==> src/rtl/dec_pkg.sv <==
// Shared decode-stage definitions: GPR geometry, writeback source indices and
// the writeback request record.
package dec_pkg;

  localparam int GPR_AW  = 5;
  localparam int GPR_NUM = 32;

  localparam int WB_SRC_ALU = 0;
  localparam int WB_SRC_FPU = 1;
  localparam int WB_SRC_LSU = 2;

  localparam int WB_XLEN = 32;

  typedef struct packed {
    logic              valid;
    logic [GPR_AW-1:0] waddr;
    logic [WB_XLEN-1:0] wd;
  } wb_req_t;

endpackage

==> src/rtl/dec_gpr_wb_arb_if.sv <==
// Writeback request bundle between the execute/writeback units (master) and
// the GPR write-port arbiter (slave).
interface dec_gpr_wb_arb_if #(
  parameter int XLEN = 32,
  parameter int NREQ = 3
);
  // Handshake: source i transfers in a cycle where req_valid[i] & req_ready[i].
  // A source holds valid/waddr/wd stable until it sees ready; ready never
  // depends on anything the source changes after raising valid.
  logic [NREQ-1:0]      req_valid;
  logic [5*NREQ-1:0]    req_waddr;
  logic [XLEN*NREQ-1:0] req_wd;
  logic [NREQ-1:0]      req_ready;

  modport master (output req_valid, req_waddr, req_wd, input req_ready);
  modport slave  (input req_valid, req_waddr, req_wd, output req_ready);
endinterface

==> src/rtl/dec_rr_arb.sv <==
// Round-robin grant over NREQ requesters with its pointer register; the search
// starts at the pointer and the pointer moves past whoever was granted.
module dec_rr_arb #(
  parameter int NREQ = 3,
  parameter int IW   = (NREQ > 1) ? $clog2(NREQ) : 1
) (
  input  logic            clk,
  input  logic            rst_l,
  input  logic [NREQ-1:0] req,
  output logic [NREQ-1:0] gnt,
  output logic            gnt_valid,
  output logic [IW-1:0]   gnt_idx,
  output logic [IW-1:0]   ptr_dbg
);

  logic [IW-1:0] ptr_q, ptr_d;

  always_comb begin
    gnt_valid = 1'b0;
    gnt_idx   = '0;
    for (int k = 0; k < NREQ; k++) begin
      if (!gnt_valid && req[IW'((int'(ptr_q) + k) % NREQ)]) begin
        gnt_valid = 1'b1;
        gnt_idx   = IW'((int'(ptr_q) + k) % NREQ);
      end
    end
    // No source may see ready while reset is asserted.
    if (!rst_l) gnt_valid = 1'b0;
    gnt   = gnt_valid ? (NREQ'(1) << gnt_idx) : '0;
    ptr_d = ptr_q;
    if (gnt_valid) ptr_d = (int'(gnt_idx) == NREQ - 1) ? '0 : gnt_idx + IW'(1);
  end

  always_ff @(posedge clk) begin
    if (!rst_l) ptr_q <= '0;
    else        ptr_q <= ptr_d;
  end

  assign ptr_dbg = ptr_q;

endmodule

==> src/rtl/dec_gpr_wb_arb.sv <==
// GPR write-port arbiter with pending-write scoreboard for decode hazards.
// Optional macro DEC_GPR_WB_BYPASS_EN adds write-cycle forwarding outputs.
module dec_gpr_wb_arb
  import dec_pkg::*;
#(
  parameter int XLEN = 32,
  parameter int NREQ = 3
) (
  input  logic              clk,
  input  logic              rst_l,
  dec_gpr_wb_arb_if.slave   wb,
  input  logic              sb_set_valid,
  input  logic [GPR_AW-1:0] sb_set_addr,
  input  logic              flush,
  input  logic [GPR_AW-1:0] raddr0,
  input  logic [GPR_AW-1:0] raddr1,
  output logic              hazard0,
  output logic              hazard1,
  output logic              wen0,
  output logic [GPR_AW-1:0] waddr0,
  output logic [XLEN-1:0]   wd0
`ifdef DEC_GPR_WB_BYPASS_EN
  ,
  output logic              fwd_hit0,
  output logic              fwd_hit1,
  output logic [XLEN-1:0]   fwd_data0,
  output logic [XLEN-1:0]   fwd_data1
`endif
);

  localparam int IW = (NREQ > 1) ? $clog2(NREQ) : 1;

  logic [NREQ-1:0]    gnt;
  logic               gnt_valid;
  logic [IW-1:0]      gnt_idx;
  logic [IW-1:0]      rr_ptr;
  logic [GPR_AW-1:0]  sel_waddr;
  logic [XLEN-1:0]    sel_wd;

  logic               wen0_q, wen0_d;
  logic [GPR_AW-1:0]  waddr0_q, waddr0_d;
  logic [XLEN-1:0]    wd0_q, wd0_d;
  logic [GPR_NUM-1:0] sb_q, sb_d;

  dec_rr_arb #(.NREQ(NREQ), .IW(IW)) u_arb (
    .clk       (clk),
    .rst_l     (rst_l),
    .req       (wb.req_valid),
    .gnt       (gnt),
    .gnt_valid (gnt_valid),
    .gnt_idx   (gnt_idx),
    .ptr_dbg   (rr_ptr)
  );

  assign wb.req_ready = gnt;
  assign sel_waddr    = wb.req_waddr[int'(gnt_idx)*GPR_AW +: GPR_AW];
  assign sel_wd       = wb.req_wd[int'(gnt_idx)*XLEN +: XLEN];

  always_comb begin
    // x0 writes are consumed but never reach the register file.
    wen0_d   = gnt_valid && (sel_waddr != '0);
    waddr0_d = gnt_valid ? sel_waddr : waddr0_q;
    wd0_d    = gnt_valid ? sel_wd    : wd0_q;

    // Clear before set so a same-cycle newer producer keeps the bit.
    sb_d = sb_q;
    if (wen0_q) sb_d[waddr0_q] = 1'b0;
    if (sb_set_valid && (sb_set_addr != '0)) sb_d[sb_set_addr] = 1'b1;
    if (flush) sb_d = '0;
    sb_d[0] = 1'b0;
  end

  always_ff @(posedge clk) begin
    if (!rst_l) begin
      wen0_q   <= 1'b0;
      waddr0_q <= '0;
      wd0_q    <= '0;
      sb_q     <= '0;
    end else begin
      wen0_q   <= wen0_d;
      waddr0_q <= waddr0_d;
      wd0_q    <= wd0_d;
      sb_q     <= sb_d;
    end
  end

  assign wen0   = wen0_q;
  assign waddr0 = waddr0_q;
  assign wd0    = wd0_q;

`ifdef DEC_GPR_WB_BYPASS_EN
  logic newer0, newer1;

  assign fwd_hit0  = wen0_q && (waddr0_q == raddr0) && (raddr0 != '0);
  assign fwd_hit1  = wen0_q && (waddr0_q == raddr1) && (raddr1 != '0);
  assign fwd_data0 = wd0_q;
  assign fwd_data1 = wd0_q;
  // A set landing this cycle means a younger producer still owns the register.
  assign newer0    = sb_set_valid && (sb_set_addr == raddr0);
  assign newer1    = sb_set_valid && (sb_set_addr == raddr1);
  assign hazard0   = (raddr0 != '0) && sb_q[raddr0] && !(fwd_hit0 && !newer0);
  assign hazard1   = (raddr1 != '0) && sb_q[raddr1] && !(fwd_hit1 && !newer1);
`else
  assign hazard0 = (raddr0 != '0) && sb_q[raddr0];
  assign hazard1 = (raddr1 != '0) && sb_q[raddr1];
`endif

endmodule
==> src/flat_wrapper.sv <==
// flat-port wrapper written by rule: the top's interface ports become plain ports
module dec_gpr_wb_arb_flat import dec_pkg::*;
#(
  parameter int XLEN = 32,
  parameter int NREQ = 3
)
  (clk, rst_l, sb_set_valid, sb_set_addr, flush, raddr0, raddr1, hazard0, hazard1, wen0, waddr0, wd0, wb_req_valid, wb_req_waddr, wb_req_wd, wb_req_ready);
  dec_gpr_wb_arb_if #(.XLEN(XLEN), .NREQ(NREQ)) wb_i ();
  input  logic clk;
  input  logic rst_l;
  input  logic sb_set_valid;
  input  logic [GPR_AW-1:0] sb_set_addr;
  input  logic flush;
  input  logic [GPR_AW-1:0] raddr0;
  input  logic [GPR_AW-1:0] raddr1;
  output logic hazard0;
  output logic hazard1;
  output logic wen0;
  output logic [GPR_AW-1:0] waddr0;
  output logic [XLEN-1:0] wd0;
  input wire logic [$bits(wb_i.req_valid)-1:0] wb_req_valid;
  input wire logic [$bits(wb_i.req_waddr)-1:0] wb_req_waddr;
  input wire logic [$bits(wb_i.req_wd)-1:0] wb_req_wd;
  output wire logic [$bits(wb_i.req_ready)-1:0] wb_req_ready;
  assign wb_i.req_valid = wb_req_valid;
  assign wb_i.req_waddr = wb_req_waddr;
  assign wb_i.req_wd = wb_req_wd;
  assign wb_req_ready = wb_i.req_ready;
  dec_gpr_wb_arb #(.XLEN(XLEN), .NREQ(NREQ)) u_core (.clk(clk), .rst_l(rst_l), .wb(wb_i), .sb_set_valid(sb_set_valid), .sb_set_addr(sb_set_addr), .flush(flush), .raddr0(raddr0), .raddr1(raddr1), .hazard0(hazard0), .hazard1(hazard1), .wen0(wen0), .waddr0(waddr0), .wd0(wd0));
endmodule
==> config.mk <==
export PLATFORM = sky130hd
export DESIGN_NAME = dec_gpr_wb_arb_flat
export DESIGN_NICKNAME = d
export VERILOG_FILES = /design/src/rtl/dec_pkg.sv /design/src/rtl/dec_gpr_wb_arb_if.sv /design/src/rtl/dec_rr_arb.sv /design/src/rtl/dec_gpr_wb_arb.sv /design/src/flat_wrapper.sv
export SDC_FILE = /design/constraint.sdc
export NUM_CORES = 1
export LEC_CHECK = 0
export ABC_AREA = 1
export CORE_AREA = 10 10 90 171
export DETAILED_ROUTE_END_ITERATION = 7
export DIE_AREA = 0 0 100 181
export PLACE_DENSITY = 0.66
export SETUP_SLACK_MARGIN = 0.15
export SYNTH_ARGS = -nofsm -noshare
export SYNTH_HDL_FRONTEND = slang
export SYNTH_SLANG_ARGS = --single-unit
==> constraint.sdc <==
create_clock -name clk -period 2.5 [get_ports clk]
set_input_delay 0.25 -clock clk [delete_from_list [all_inputs] [get_ports clk]]
set_output_delay 0.25 -clock clk [all_outputs]
set_load 0.1 [all_outputs]
==> reports/metrics.yaml, run 1 <==
drt:
  drtPass1Iterations: 5
  highest_layer: "met4"
  wl_mm: 18.8
  met1Wirelength_mm: 6.43
  wl_met3_mm: 2.11
  route.met2.wl_mm: 9.30
  drt_drc_violations_left: 0
  routed_via_density: 5.56
  wl_per_cell_um: 19.8
  first_iter_violations: 278
  vias: 5272
  ant_nets: 0
critical_path:
  max_stage_delay_ns: 0.37
  worst-setup-path-type: "register to output port"
  startpoint_type: "register"
  cp_max_fo: 6
  worst_path_most_repeated_cell: "nand2_4"
  slowest_stage: "dfxtp_4"
  arrival_ns: 2.29
  r2r_start: "u_core.u_arb.ptr_dbg[0]"
  required_ns: 2.25
  critPathTopFamily: "simple AND/OR/NAND/NOR gates"
  critPathCaptureType: "output port"
  crit_buf_inv: 4
  startpoint: "u_core.u_arb.ptr_dbg[0]"
  cp_cell_sequence: "inv_4, ha_4, inv_6, nand2_4, nand3_4, nand2_4, nand4_1, nand2_4, clkinvlp_4, nor3_4, buf_12"
synth:
  synthArstFlopShare_pct: 0
  synth.area.top_cells: "dfxtp_1, o21ai_0, nand2_1"
  ys.warnings.count: 0
  syn_inst: 604
  synth_area_sq_um: 4360
  ys_seq_elements: 71
  yosysUniqueCellTypes: 41
  synth_top_area_cell: "dfxtp_1"
  ys_top_cells_by_count: "nand2_1, o21ai_0, nand3_1"
  synth_nets: 741
  ys_seq_area_share_pct: 32.6
  synth_most_common_cell: "nand2_1"
  synth.avg_cell_area_sq_um: 7.23
  netlist.area_leader.share_pct: 32.6
  synth_top_flop_cell: "dfxtp_1"
  synth_edf_count: 0
global_route:
  grt_pass1_vias: 5486
  grt_pass1_wl_mm: 28.6
  overflow: 0
  grt_max_degree: 39
  antenna_found_initial: 0
  grt_use_total_pct: 19.7
clock_tree:
  tritoncts: "yes"
  cts_buffers: 9
  root_buffer: "clkbuf_16"
  clk_path_buf_depth: 2
  clkTransAtPathRegs_ns: 0.06
  clock_latency_ns: 0.34
  htreeDepth: 3
  cts_sinks: 71
pwr:
  power_density_nw_per_um2: 1290
  power.total_uw: 8860
  leakage_uw: 0.00257
  vdd_drop_max_v: 0.00100
sta:
  setup_violations: 2
  timing.final.crit_share_pct: 101
  period_minus_slack_ns: 2.54
  fin_skew_ns: 0.00695
  finalHoldViolations: 0
  rsz0062_at_grt: "yes"
  worstMarginPinSlew_ns: 0.585
  setup_slack_ns: -0.0365
  max_slew_margin_pct: 60.7
  drv_slew: 0
  holdWs_ns: 0.477
  timing.fmax_mhz: 394
hold_path:
  hold_path.class: "register to register"
  min_from: "u_core.sb_q[25]"
finish:
  nets: 930
  drive_above_1_share_pct: 21.8
  syn_to_final_growth_pct: 56.8
  final_util_pct: 54.5
  num_antenna_cells: 0
status:
  outcome: "finished, violations left"
  violations: "setup timing"
placement:
  port_buffers: 175
  routabilityCongestion: 0.919
  place_ws_ns: 0.126
  dpl.hpwl_mm: 15.0
die:
  die_h_um: 181
  ios: 176
  start_util_pct: 34.8
  core-area_sq_um: 12600
  die_area_sq_um: 18100
  rows: 58
  die_w_um: 100
flow_run:
  maxCapViolations: 0
[metrics by stage]
stage                     std cells  area [sq um]  setup TNS [ns]
after CTS                       944          6720          -0.123
after floorplan                 604          4420          -0.247
after global routing            948          6840          -0.234
after global placement          921          6280               0
final                           948          6840         -0.0506
after detailed placement        921          6280               0
[placed cells by master (no fill, tap or decap), drive strengths merged]
cell | netlist | final
a31oi | 15 | 15
clkinvlp | 0 | 4
nand3 | 79 | 79
dlymetal6s2s | 0 | 1
dfxtp | 71 | 71
nor2 | 15 | 15
a22oi | 3 | 3
clkdlybuf4s50 | 0 | 130
a221oi | 1 | 1
o221ai | 1 | 1
o22ai | 2 | 2
nand3b | 1 | 1
ha | 4 | 4
o2111ai | 2 | 2
and3 | 1 | 1
o21ai | 90 | 90
or2 | 1 | 1
buf | 19 | 78
inv | 51 | 49
a311oi | 1 | 1
a41oi | 17 | 17
dlygate4sd2 | 0 | 1
a21oi | 68 | 68
nand2 | 124 | 124
clkbuf | 13 | 12
o211ai | 5 | 5
nor3 | 14 | 14
a211oi | 1 | 1
nand4 | 5 | 5
clkinv | 0 | 2
[metal layers]
metal | GRT usage (%) | vias up
li1 | - | 2506
met1 | 18.7 | 2426
met3 | 8.56 | 62
met4 | 10.5 | 0
met5 | 0 | -
met2 | 34.3 | 278
[cell type report]
| cell class | count | area, sq um |
|---|---|---|
| Clock inverter | 4 | 28.8 |
| Inverter | 51 | 214 |
| Multi-Input combinational cell | 450 | 2680 |
| Clock buffer | 12 | 267 |
| Sequential cell | 71 | 1430 |
| Fill cell | 1217 | 5710 |
| Timing Repair Buffer | 210 | 2040 |
| Tap cell | 150 | 188 |
[where the power goes]
part           total, uW  switching [uW]  internal [uW]
Sequential          1660             223           1440
Combinational       5940            4300           1650
Clock               1250             500            753
Total               8860            5020           3840
[worst paths after layout]
kind | slack [ns] | cells past startpoint | endpoint
max | -0.04 | 11 | wb_req_ready[0]
max reg2reg | 0.22 | 18 | u_core.wen0
min | 0.48 | 2 | u_core.sb_q[25]
min reg2reg | 0.48 | 2 | u_core.sb_q[25]
[logic make-up (layout without fill, tap and decap cells)]
family                     Yosys count  in the layout  synth area share, %
and+or+nand+nor                    240            240                 27.2
DFF                                 71             71                 32.6
adders and majority gates            4              4                 1.15
AOI/OAI and AO/OA                  206            206                 29.4
buffers and inverters               83            277                 9.75
[state kept, by name, indices dropped and copies added (netlist names)]
name and flops:
u_core.sb_q 31, u_core.wen0 1, u_core.waddr0 5, u_core.u_arb.ptr_dbg 2, u_core.wd0 32
[worst register-to-register path, stage by stage (launching register included)]
cell	delay, ns
dfxtp_4	0.37
inv_4	0.04
ha_4	0.31
inv_6	0.05
nand2_4	0.06
nand3_4	0.07
nand2_4	0.08
nand3_4	0.12
nor2_4	0.16
nor2_8	0.07
buf_12	0.13
buf_12	0.13
buf_8	0.13
nand3_2	0.08
nand3_2	0.09
nor2_1	0.11
nand3_1	0.08
nand2_1	0.06
inv_1	0.04
[repair_timing]
item | in CTS | in global routing
setup endpoints to repair | 7 | 31
gates resized for setup | 21 | 25
pin swaps | 13 | 11
hold buffers | 0 | 0
setup buffers | 7 | 4
Note: power is estimated with default switching activity, not from simulation.
==> run 2: changes to the inputs <==
- CORE_AREA: 10 10 90 171 -> 10 10 93 176
- DIE_AREA: 0 0 100 181 -> 0 0 103 186
- PLACE_DENSITY: 0.66 -> unset
- SYNTH_HIERARCHICAL: unset -> 1
==> reports/metrics.yaml, run 2 <==
drt:
  wl_met3_mm: 1.73  # was 2.11 mm
  first_iter_violations: 222  # was 278
  highest_layer: "met4"  # unchanged
  wl_mm: 19.4  # was 18.8 mm
  ant_nets: 0  # unchanged
  met1Wirelength_mm: 6.75  # was 6.43 mm
  wl_per_cell_um: 18.3  # was 19.8 um
  vias: 5551  # was 5,272
  routed_via_density: 5.25  # was 5.56
  drt_drc_violations_left: 0  # unchanged
  route.met2.wl_mm: 10.2  # was 9.30 mm
  drtPass1Iterations: 5  # unchanged
die:
  rows: 60  # was 58
  start_util_pct: 34.1  # was 34.8%
  ios: 176  # unchanged
  die_area_sq_um: 19200  # was 18,100 sq um
  die_w_um: 103  # was 100 um
  die_h_um: 186  # was 181 um
  core-area_sq_um: 13500  # was 12,600 sq um
synth:
  synth_most_common_cell: "nand2_1"  # unchanged
  synth_top_flop_cell: "dfxtp_1"  # unchanged
  syn_inst: 718  # was 604
  netlist.area_leader.share_pct: 30.8  # was 32.6%
  synth.area.top_cells: "dfxtp_1, nand2_1, o21ai_0"  # was dfxtp_1, o21ai_0, nand2_1
  synth_nets: 855  # was 741
  synth.avg_cell_area_sq_um: 6.42  # was 7.23 sq um
  synth_top_area_cell: "dfxtp_1"  # unchanged
  yosysUniqueCellTypes: 35  # was 41
  synthArstFlopShare_pct: 0  # unchanged
  ys_top_cells_by_count: "nand2_1, nor2_1, dfxtp_1"  # was nand2_1, o21ai_0, nand3_1
  ys_seq_elements: 71  # unchanged
  ys.warnings.count: 6  # was 0
  synth_area_sq_um: 4610  # was 4360 sq um
  synth_edf_count: 0  # unchanged
  ys_seq_area_share_pct: 30.8  # was 32.6%
clock_tree:
  clkTransAtPathRegs_ns: 0.06  # about the same
  htreeDepth: 3  # unchanged
  tritoncts: "yes"  # unchanged
  cts_buffers: 9  # unchanged
  root_buffer: "clkbuf_16"  # unchanged
  clk_path_buf_depth: 2  # unchanged
  hold_buffers: 0  # unchanged
  clock_latency_ns: 0.33  # was 0.34 ns
  cts_sinks: 71  # unchanged
finish:
  final_common_cell: "nand2_1"  # was clkdlybuf4s50_1
  multi_input_area_sq_um: 2740  # was 2680 sq um
  fin_cells: 1057  # was 948
  largest_register_ffs: 32  # unchanged
  drive_above_1_share_pct: 19.8  # was 21.8%
  layout_common_cells: "nand2_1, clkdlybuf4s50_1, nor2_1"  # was clkdlybuf4s50_1, nand2_1, o21ai_0
  fillers: 1406  # was 1,217
  seq_area_sq_um: 1430  # unchanged
  syn_to_final_growth_pct: 51.1  # was 56.8%
  nets: 1033  # was 930
hold_path:
  hold_path.class: "input port to register"  # was register to register
  min_from: "wb_req_wd[92]"  # was u_core.sb_q[25]
  hold-path-cell-count: 3  # was 2
  min_to: "u_core/wd0[28]"  # was u_core.sb_q[25]
sta:
  drv_slew: 0  # unchanged
  setup_violations: 0  # was 2
  timing.fmax_mhz: 424  # was 394 MHz
  period_minus_slack_ns: 2.36  # was 2.54 ns
  worstMarginPinSlew_ns: 0.736  # was 0.585 ns
  fin_skew_ns: 0.00613  # was 0.00695 ns
  finalHoldViolations: 0  # unchanged
  rsz0062_at_grt: "yes"  # unchanged
  max_slew_margin_pct: 50.7  # was 60.7%
  timing.final.crit_share_pct: 94.3  # was 101%
  tns_ns: 0  # was -0.0506 ns
  setup_slack_ns: 0.144  # was -0.0365 ns
global_route:
  grt_pass1_vias: 5936  # was 5,486
  antenna_found_initial: 1  # was 0
  grt_max_degree: 56  # was 39
  grt_pass1_wl_mm: 29.9  # was 28.6 mm
  overflow: 0  # unchanged
  grt_use_total_pct: 19.8  # was 19.7%
critical_path:
  startpoint_type: "register"  # unchanged
  cp_max_fo: 4  # was 6
  regToRegEndpoint: "u_core/wd0[6]"  # was u_core.wen0
  r2r_start: "u_core/u_arb/ptr_dbg[0]"  # was u_core.u_arb.ptr_dbg[0]
  worst-setup-path-type: "register to output port"  # unchanged
  reg2regPathDepth: 16  # was 18
  arrival_ns: 2.11  # was 2.29 ns
  required_ns: 2.25  # about the same
  ff2ff_setup_slack_ns: 0.25  # was 0.22 ns
  critPathCaptureType: "output port"  # unchanged
placement:
  place_ws_ns: -0.0962  # was 0.126 ns
  routabilityCongestion: 0.986  # was 0.919
  dpl.hpwl_mm: 15.3  # was 15.0 mm
  dp_cells: 1030  # was 921
  port_buffers: 175  # unchanged
pwr:
  leakage_uw: 0.00283  # was 0.00257 uW
  power_density_nw_per_um2: 1160  # was 1290 nW/um^2
  vdd_drop_max_v: 0.000697  # was 0.00100 V
  power.total_uw: 8080  # was 8860 uW
status:
  outcome: "complete, no violations"  # was finished, violations left
flow_run:
  maxCapViolations: 0  # unchanged
run 2: cell count changes in the layout (fill, tap and decap cells not counted), sizes merged, moves of 10 or more:
cell | previous run | this run
a31oi | 15 | 34
nor2 | 15 | 82
nand2 | 124 | 189
a21oi | 68 | 38
inv | 49 | 74
o21ai | 90 | 108
a41oi | 17 | 0
nand3 | 79 | 64
buf | 78 | 68
run 2: power by group:
part | switching, uW | leakage (uW) | internal, uW
logic | 3670 | 0.00209 | 1450
registers | 181 | 0.000583 | 1390
clock network | 512 | 0.000156 | 875
total | 4360 | 0.00283 | 3720
run 2: cell type report:
cell class / instances / share of cell area, %
multi-input cells: 538 / 39.4
repair buffers: 201 / 28.3
flip-flops and latches: 71 / 20.5
inverters: 75 / 4.35
clock buffers: 9 / 3.24
well taps: 155 / 2.79
clock inverters: 7 / 1.37
diodes: 1 / 0.0359
run 2: cells by family (layout without fill, tap and decap cells):
logic type | count (synthesis) | after routing | synth area share (%)
compound gates | 184 | 184 | 24.0
fa+ha+maj | 4 | 4 | 1.09
buf+inv | 109 | 292 | 11.9
flops | 71 | 71 | 30.8
other cells | 0 | 1 | 0
simple gates | 350 | 350 | 32.2
run 2: timing repair:
item / 4_1_cts / 5_1_grt
endpoints found under the setup margin: 41 / 34
setup buffers: 7 / 2
gates resized for setup: 17 / 17
pin swaps: 6 / 7
gates cloned: 0 / 1
run 2: through the flow:
stage / cell area (sq um) / utilization, % / hold slack, ns
floorplan: 4620 / - / 0.388
global placement: 6420 / 47.5 / 0.470
detailed placement: 6420 / 47.5 / 0.482
CTS: 6850 / 50.7 / 0.476
global route: 6960 / 51.5 / 0.501
finish: 6960 / 51.5 / 0.482
run 2: worst max-delay path, stage by stage, from the launching register on:
cell and delay (ns):
dfxtp_2 0.35, inv_2 0.06, ha_4 0.30, inv_4 0.05
nand2_4 0.06, nand2_4 0.06, a21oi_4 0.16, nand4_1 0.19
nand2_4 0.18, nand2_4 0.08, nor2_4 0.10, buf_12 0.18
run 2: how the worst max path moves through the flow:
stage	startpoint	slack (ns)	endpoint
3_3_place_gp	u_core/u_arb/ptr_dbg[0]	0.05	u_core/wen0
6_report	u_core/u_arb/ptr_dbg[0]	0.14	wb_req_ready[0]
4_1_cts	u_core/u_arb/ptr_dbg[0]	0.16	wb_req_ready[1]
3_5_place_dp	u_core/u_arb/ptr_dbg[0]	-0.1	u_core/wd0[11]
5_1_grt	u_core/u_arb/ptr_dbg[0]	0.05	u_core/wen0
2_1_floorplan	u_core/u_arb/ptr_dbg[0]	0.04	wb_req_ready[0]
run 2: per-layer routing:
| metal | vias to the layer above | track usage, % |
|---|---|---|
| met5 | - | 0 |
| met4 | 0 | 9.68 |
| met3 | 44 | 8.25 |
| met2 | 208 | 35.8 |
| met1 | 2572 | 18.2 |
| li1 | 2727 | - |
